<file path="config.mk">
export PLATFORM = sky130hd
export DESIGN_NAME = core_lsu
export DESIGN_NICKNAME = d
export VERILOG_FILES = /design/src/rtl/core_pkg.sv /design/src/rtl/core_lsu_align.sv /design/src/rtl/core_lsu.sv
export SDC_FILE = /design/constraint.sdc
export NUM_CORES = 1
export LEC_CHECK = 0
export ABC_AREA = 1
export BUFFER_PORTS_ARGS = -buffer_cell sky130_fd_sc_hd__buf_2
export CORE_MARGIN = 5
export CORE_UTILIZATION = 44
export CTS_CLUSTER_SIZE = 8
export DETAILED_ROUTE_END_ITERATION = 10
export PLACE_DENSITY = 0.81
export SLEW_MARGIN = 20
export SYNTH_ARGS = -nofsm -noshare
export SYNTH_HDL_FRONTEND = slang
export SYNTH_HIERARCHICAL = 1
export SYNTH_SLANG_ARGS = --single-unit
</file>
<file path="constraint.sdc">
create_clock -name i_clk -period 1.8 [get_ports i_clk]
set_input_delay 0.09 -clock i_clk [delete_from_list [all_inputs] [get_ports i_clk]]
set_output_delay 0.09 -clock i_clk [all_outputs]
set_load 0.1 [all_outputs]
</file>
<file path="src/rtl/core_pkg.sv">
// Shared types for the core load/store path: LSU states and access size codes.
package core_pkg;

    typedef enum logic [1:0] {
        IDLE = 2'd0,
        REQ  = 2'd1,
        RESP = 2'd2
    } lsu_state_e;

    localparam logic [1:0] SZ_BYTE = 2'b00;
    localparam logic [1:0] SZ_HALF = 2'b01;
    localparam logic [1:0] SZ_WORD = 2'b10;

endpackage

</file>
<file path="src/rtl/core_lsu_align.sv">
// Lane steering for the LSU: byte enables, store replication, misalignment, load shift.
// Latency: purely combinational.
// Backpressure: none; pure function of its inputs.
module core_lsu_align
    import core_pkg::*;
#(
    parameter int XLEN = 32
) (
    input  logic [1:0]      size,
    input  logic [1:0]      off,
    input  logic [XLEN-1:0] wdata,
    input  logic [1:0]      rd_off,
    input  logic [XLEN-1:0] rdata,
    output logic [3:0]      be,
    output logic [XLEN-1:0] wdata_rep,
    output logic            misaligned,
    output logic [XLEN-1:0] rdata_shift
);

    always_comb begin
        be         = 4'b1111;
        wdata_rep  = wdata;
        misaligned = 1'b0;
        case (size)
            SZ_BYTE: begin
                be        = 4'b0001 << off;
                wdata_rep = {4{wdata[7:0]}};
            end
            SZ_HALF: begin
                be         = 4'b0011 << off;
                wdata_rep  = {2{wdata[15:0]}};
                misaligned = off[0];
            end
            default: begin
                // 2'b11 is treated as a word access
                misaligned = (off != 2'b00);
            end
        endcase
    end

    // Upper bits are passed through; WB masks or extends them
    assign rdata_shift = rdata >> {rd_off, 3'b000};

endmodule

</file>
<file path="src/rtl/core_lsu.sv">
// MEM-stage load/store unit driving a req/gnt/rvalid data-memory bus.
// Latency: 2 cycles for stores and same-cycle gnt+rvalid loads, 3+ otherwise.
// Backpressure: holds o_stall while a transaction waits on gnt or rvalid.
module core_lsu
    import core_pkg::*;
#(
    parameter int XLEN = 32
) (
    input  logic            i_clk,
    input  logic            i_rst,
    input  logic            i_mem_valid,
    input  logic            i_mem_write,
    input  logic [1:0]      i_d_size,
    input  logic [XLEN-1:0] i_addr,
    input  logic [XLEN-1:0] i_wdata,
    output logic            o_stall,
    output logic            o_done,
    output logic            o_misaligned,
    output logic [XLEN-1:0] o_rdata,
    output logic            o_dmem_req,
    output logic            o_dmem_we,
    output logic [XLEN-1:0] o_dmem_addr,
    output logic [3:0]      o_dmem_be,
    output logic [XLEN-1:0] o_dmem_wdata,
    input  logic            i_dmem_gnt,
    input  logic            i_dmem_rvalid,
    input  logic [XLEN-1:0] i_dmem_rdata
);

    lsu_state_e state, state_nxt;

    logic            we_q;
    logic [XLEN-3:0] addr_q;
    logic [3:0]      be_q;
    logic [XLEN-1:0] wdata_q;
    logic [1:0]      off_q;

    logic [3:0]      be_c;
    logic [XLEN-1:0] wdata_c;
    logic            misaligned_c;
    logic [XLEN-1:0] rdata_c;
    logic            start;

    core_lsu_align #(.XLEN(XLEN)) u_align (
        .size        (i_d_size),
        .off         (i_addr[1:0]),
        .wdata       (i_wdata),
        .rd_off      (off_q),
        .rdata       (i_dmem_rdata),
        .be          (be_c),
        .wdata_rep   (wdata_c),
        .misaligned  (misaligned_c),
        .rdata_shift (rdata_c)
    );

    always_ff @(posedge i_clk or posedge i_rst) begin
        if (i_rst) begin
            state <= IDLE;
        end else begin
            state <= state_nxt;
        end
    end

    always_ff @(posedge i_clk or posedge i_rst) begin
        if (i_rst) begin
            we_q    <= 1'b0;
            addr_q  <= '0;
            be_q    <= 4'b0000;
            wdata_q <= '0;
            off_q   <= 2'b00;
        end else if (start) begin
            we_q    <= i_mem_write;
            addr_q  <= i_addr[XLEN-1:2];
            be_q    <= be_c;
            wdata_q <= wdata_c;
            off_q   <= i_addr[1:0];
        end
    end

    always_comb begin
        state_nxt    = state;
        start        = 1'b0;
        o_stall      = 1'b0;
        o_done       = 1'b0;
        o_misaligned = 1'b0;
        o_rdata      = '0;
        o_dmem_req   = 1'b0;
        o_dmem_we    = 1'b0;
        o_dmem_addr  = '0;
        o_dmem_be    = 4'b0000;
        o_dmem_wdata = '0;
        case (state)
            IDLE: begin
                // The reset gate keeps every output low while i_rst is held
                if (i_mem_valid && !i_rst) begin
                    if (misaligned_c) begin
                        o_misaligned = 1'b1;
                    end else begin
                        start     = 1'b1;
                        o_stall   = 1'b1;
                        state_nxt = REQ;
                    end
                end
            end
            REQ: begin
                o_dmem_req   = 1'b1;
                o_dmem_we    = we_q;
                o_dmem_addr  = {addr_q, 2'b00};
                o_dmem_be    = be_q;
                o_dmem_wdata = wdata_q;
                if (i_dmem_gnt && (we_q || i_dmem_rvalid)) begin
                    o_done    = 1'b1;
                    o_rdata   = we_q ? '0 : rdata_c;
                    state_nxt = IDLE;
                end else if (i_dmem_gnt) begin
                    o_stall   = 1'b1;
                    state_nxt = RESP;
                end else begin
                    o_stall = 1'b1;
                end
            end
            RESP: begin
                if (i_dmem_rvalid) begin
                    o_done    = 1'b1;
                    o_rdata   = rdata_c;
                    state_nxt = IDLE;
                end else begin
                    o_stall = 1'b1;
                end
            end
            default: begin
                state_nxt = IDLE;
            end
        endcase
    end

endmodule

</file>
; ---- After elaboration in Yosys (flattened, before gate mapping)
; Cells that the tools add are included.
[totals]
reg_bits = 71
input_bits = 104
word_cells = 54
[classes]
eq_ne = 7
n_shift = 3
n_mux = 30
reduce_logical = 8
[op_table]
columns = op, n
row1 = $mux 32, 5
row2 = $pmux 32 s2, 2
row3 = $shr 32x5->32, 1
row4 = $mux 1, 12
row5 = $mux 2, 5
row6 = $pmux 4 s2, 1
row7 = $ne 2x2->1 const B, 3
row8 = $pmux 2 s3, 1
row9 = $eq 2x1->1 const B, 2
row10 = $logic_not 2->1, 2
row11 = $mux 4, 1
row12 = $pmux 1 s2, 2
row13 = $reduce_and 4->1, 1
row14 = $shl 1x2->4 const A, 1
row15 = $shl 2x2->4 const A, 1
row16 = $ne 3x3->1 const B, 1
row17 = $pmux 1 s3, 1
row18 = $eq 2x2->1 const B, 1
row19 = $logic_and 1x1->1, 2
row20 = $reduce_bool 2->1, 1
row21 = $logic_not 1->1, 1
row22 = $logic_or 1x1->1, 1

; ---- Logic depth before layout (Yosys ltp)
[depth]
depth_word = 5
ltp_mapped = 10
mapped_depth_nobuf = 9

; ---- Hierarchy
; Netlist, hierarchy kept.
[by_module_without_submodules]
columns = mod, instances, cells_per_inst, area_per_inst_um2
row1 = core_lsu, 1, 550, 3754.9
row2 = core_lsu_align, 1, 269, 1236.2

; ---- Least setup slack after synthesis
; No wires, ideal clock.
[synth_timing]
kind = register -> output
start = register state[1]
end = output port o_rdata[10]
arrival_time_ps = 3147
setup_slack_ps = -1437
path_stages_with_launch = 9
path_buffers = 2
cell_sequence = dfrtp_1 inv_1 ha_1 buf_2 nand2_1 nand2_2 nand2_4 buf_6 nor2_1
[synth_via]
elab_chain_cells = 2
elab_cells_between_ends = 3
[synth_rtl]
columns = element, line_no
row1 = from (decl), core_lsu.sv:30  ; lsu_state_e state, state_nxt;
row2 = from (signal assigned), core_lsu.sv:60  ; state <= state_nxt;
row3 = $eq 2x2->1 / $eq 2x1->1 (equally long branches), core_lsu.sv:92  ; case (state)
row4 = $pmux 32 s2 (*), core_lsu.sv:92
row5 = to (decl), core_lsu.sv:19  ; output logic [XLEN-1:0] o_rdata,
; Mark *: on every way between the ends. The rest lies on a longest branch, timed or not.

; ---- Worst setup path in the final report
[layout_timing]
start = register state[0]
end = output port o_dmem_be[3]
[layout_via]
elab_chain_cells = 2
[layout_rtl]
columns = element, line_no
row1 = $eq 2x1->1, core_lsu.sv:92
row2 = $mux 4, core_lsu.sv:92
row3 = to (decl), core_lsu.sv:23  ; output logic [3:0] o_dmem_be,
; Every way passes these cells.

==> out/metrics.csv <==
stage,metric,value,unit
setup_path,worst reg-to-reg setup slack,-40,ps
route,WL final,30.08,mm
power,Psw,9611,uW
route,Avg WL per Cell,24.88,um
power,Leakage,0.004774,uW
place,total placed cells including tap cells,1128,
timing,final clock skew,9.365,ps
place,HPWL Detailed,13.02,mm
final_layout,Finished Layout Cells,1209,
timing,Final setup viols,94,
run_status,status,"complete, but fails checks",
cts,clock sink total,71,
place,IO Port Bufs,206,
cts,H-tree depth,3,
timing,Worst Tran Pin Value,532.9,ps
run_status,failing checks,"design-rule violations, negative setup slack",
timing,Max Clock Freq,0.5112,GHz
yosys,adder-cell share of the synthesized area,0.01003,
yosys,XOR/XNOR Fraction of Synth Area,0,
yosys,"Top FF cell, synth",dfrtp_1,
power,Seq pwr share,0.197,
timing,Final Slew Violations,0,
floorplan,full die area,13570,sq um
cts,Worst-path clk slew,70,ps
final_layout,P&R area growth vs syn,93.26,%
yosys,mux contribution to synthesized area,0,
yosys,cells after synthesis,819,
yosys,Synth warnings,6,
timing,Tmin final,1956,ps
flow_run,Max Cap Viol,0,
hold_path,Hold Path Class,in2reg,
hold_path,min-delay src,i_wdata[5],
final_layout,fill cell count,430,
power,combinational share of power,0.699,
floorplan,Die X,116.5,um
route,DRC violations left,3,
yosys,Synth async-reset ratio,1.000,
power,Pint,7517,uW
power,Cell Pwr Density,1776,nW/um^2
power,peak supply drop,1.204,mV
setup_path,arrival time worst endpoint,1870,ps
yosys,Synth area leaders,"dfrtp_1 (36%), nand2_1 (33%), inv_1 (8.4%)",
final_layout,share of cells above drive strength 1,0.4460,
final_layout,# nets final,1168,
timing,Rel. slew slack,0.6410,
grt,largest net degree at the start of global routing,45,
cts,TritonCTS Buffers,9,
yosys,Synth area leader,dfrtp_1,
yosys,Synth Area in Compound Gates,0.01404,
yosys,share of Yosys cell area claimed by the top area cell type,0.3560,
yosys,simple-gate share of the synthesized area,0.4517,
grt,Congestion Overflow GR,0,
setup_path,WS Path Type,reg2out,
power,Pwr Total,17130,uW
grt,global-route wire length before repair,39.50,mm
setup_path,CP startpoint,state[0],
place,RePlAce Congestion,0.9083,
yosys,Post-synth EDFFs,0,
grt,GRT Total Usage,0.3857,
yosys,Yosys reg bits,71,
floorplan,Die Height,116.5,um
timing,Final WS setup,-156.3,ps
route,antenna-violating nets left,0,
setup_path,CP Data Required Time,1710,ps
floorplan,Starting Density,0.4544,
yosys,Mapped Area,4991,sq um
route,DRT Pass-1 Iters,11,
setup_path,crit start category,flop,
timing,hold_ws,27.72,ps
cts,TritonCTS clock tree,built,
floorplan,Cell Rows,38,
setup_path,CP max FO,12,
yosys,register area share after synthesis,0.3560,
setup_path,Crit. End Element,output pin,
route,initial drt markers,1350,
grt,vias in the first global route,7119,
yosys,commonest cells in the netlist,"nand2_1 (440), inv_1 (112), dfrtp_1 (71)",
yosys,largest family of logic cells by synthesized area,simple AND/OR/NAND/NOR gates,
floorplan,io pins,209,
timing,final hold violations,0,
timing,period utilisation layout,1.087,
setup_path,Reg2Reg Launch Point,state[0],
yosys,Mean Syn Cell Area,6.094,sq um
cts,CTS Root Cell,clkbuf_16,
cts,worst-skew pair later-pin latency,350,ps
route,vias,7364,
timing,unrepaired setup endpoints after global routing,true,
power,clock power share,0.104,
floorplan,core area,10980,sq um
yosys,most frequent cell after synthesis,nand2_1,
power,Sw Ratio,0.5611,
route,number of vias per cell,6.091,
yosys,Yosys cell types,22,
timing,setup TNS,-8458,ps
cts,clock tree buffer depth,2,
grt,antenna violations before repair,1,
critical path: stages, from the launching register on:
cell and delay, ps:
dfrtp_1 410, buf_6 140, ha_4 190, buf_12 170, clkbuf_16 200, nand2_4 90, clkinvlp_4 120, buf_12 190
sequential cells by signal, indices dropped and copies added, names as in the netlist:
name     count
addr_q      30
be_q         4
wdata_q     32
state        2
off_q        2
we_q         1
placed cells by master, fill, tap and decap left out, types with 4 or more instances in the layout:
| cell | netlist | final |
|---|---|---|
| clkinvlp_4 | 0 | 71 |
| buf_16 | 0 | 5 |
| dlygate4sd3_1 | 0 | 32 |
| o21ai_0 | 13 | 12 |
| buf_12 | 0 | 110 |
| nor2_2 | 21 | 5 |
| nor2_1 | 23 | 6 |
| inv_2 | 4 | 4 |
| nand2_2 | 7 | 37 |
| buf_2 | 12 | 103 |
| nand3_1 | 52 | 50 |
| diode_2 | 0 | 4 |
| clkbuf_16 | 0 | 15 |
| buf_4 | 26 | 24 |
| nor3_2 | 0 | 5 |
| nand2_1 | 440 | 373 |
| nand2_4 | 1 | 37 |
| inv_1 | 112 | 41 |
| dfrtp_1 | 71 | 68 |
| nor2_4 | 1 | 34 |
metrics by stage:
stage               worst slack [ps]  instance area (sq um)    util
global placement               195.6                   8080  0.7357
CTS                           -60.83                   9254  0.8426
global route                  -184.2                   9635  0.8773
finish                        -156.3                   9646  0.8782
detailed placement             99.85                   8080  0.7357
floorplan                     -165.3                   5520       -
power groups by stage:
stage | sequential, uW | clock, uW | combinational [uW]
after CTS | 3030 | 1660 | 10500
after global routing | 3420 | 1810 | 12300
after floorplan | 2710 | 0 | 6660
after global placement | 2820 | 0 | 9180
after detailed placement | 2870 | 0 | 9370
final | 3380 | 1780 | 12000
layout make-up:
| cell class | instances | area [sq um] | share of cell area |
|---|---|---|---|
| Multi-Input combinational cell | 575 | 3055 | 0.3168 |
| Timing Repair Buffer | 286 | 3637 | 0.3771 |
| Clock inverter | 5 | 33.78 | 0.003502 |
| Tap cell | 140 | 175.2 | 0.01816 |
| Inverter | 117 | 710.7 | 0.07368 |
| Antenna cell | 4 | 10.01 | 0.001038 |
| Clock buffer | 11 | 242.7 | 0.02517 |
| Sequential cell | 71 | 1780 | 0.1846 |
timing repair:
| action | CTS | global route |
|---|---|---|
| gates cloned | 7 | 7 |
| setup buffers | 9 | 6 |
| endpoints found under the setup margin | 62 | 95 |
| endpoints found under the hold margin | 102 | 0 |
| pin swaps | 8 | 12 |
| hold buffers | 32 | 0 |
| gates resized for setup | 98 | 41 |
cells by family after synthesis:
family	count (synthesis)
adder cells (fa/ha/maj)	4
AO/OA/AOI/OAI	14
flip-flops	71
buffers and inverters	174
AND/OR/NAND/NOR	555
other	1
worst paths after layout:
kind | end | cells after the start
min in group asynchronous | off_q[0] | 3
worst max register to register | wdata_q[26] | 6
worst min-delay path | wdata_q[5] | 3
worst max-delay path | o_dmem_be[3] | 7
worst min register to register | wdata_q[5] | 2
max in group asynchronous | wdata_q[3] | 4
layer usage:
layer,up-vias,global-route usage,routed length [um]
met4,2,0.2490,3303
met5,-,0,36
li1,2873,-,-
met3,318,0.1254,4270
met2,813,0.6430,13160
met1,3358,0.4213,9311
Power figures use the tool's default switching activity.
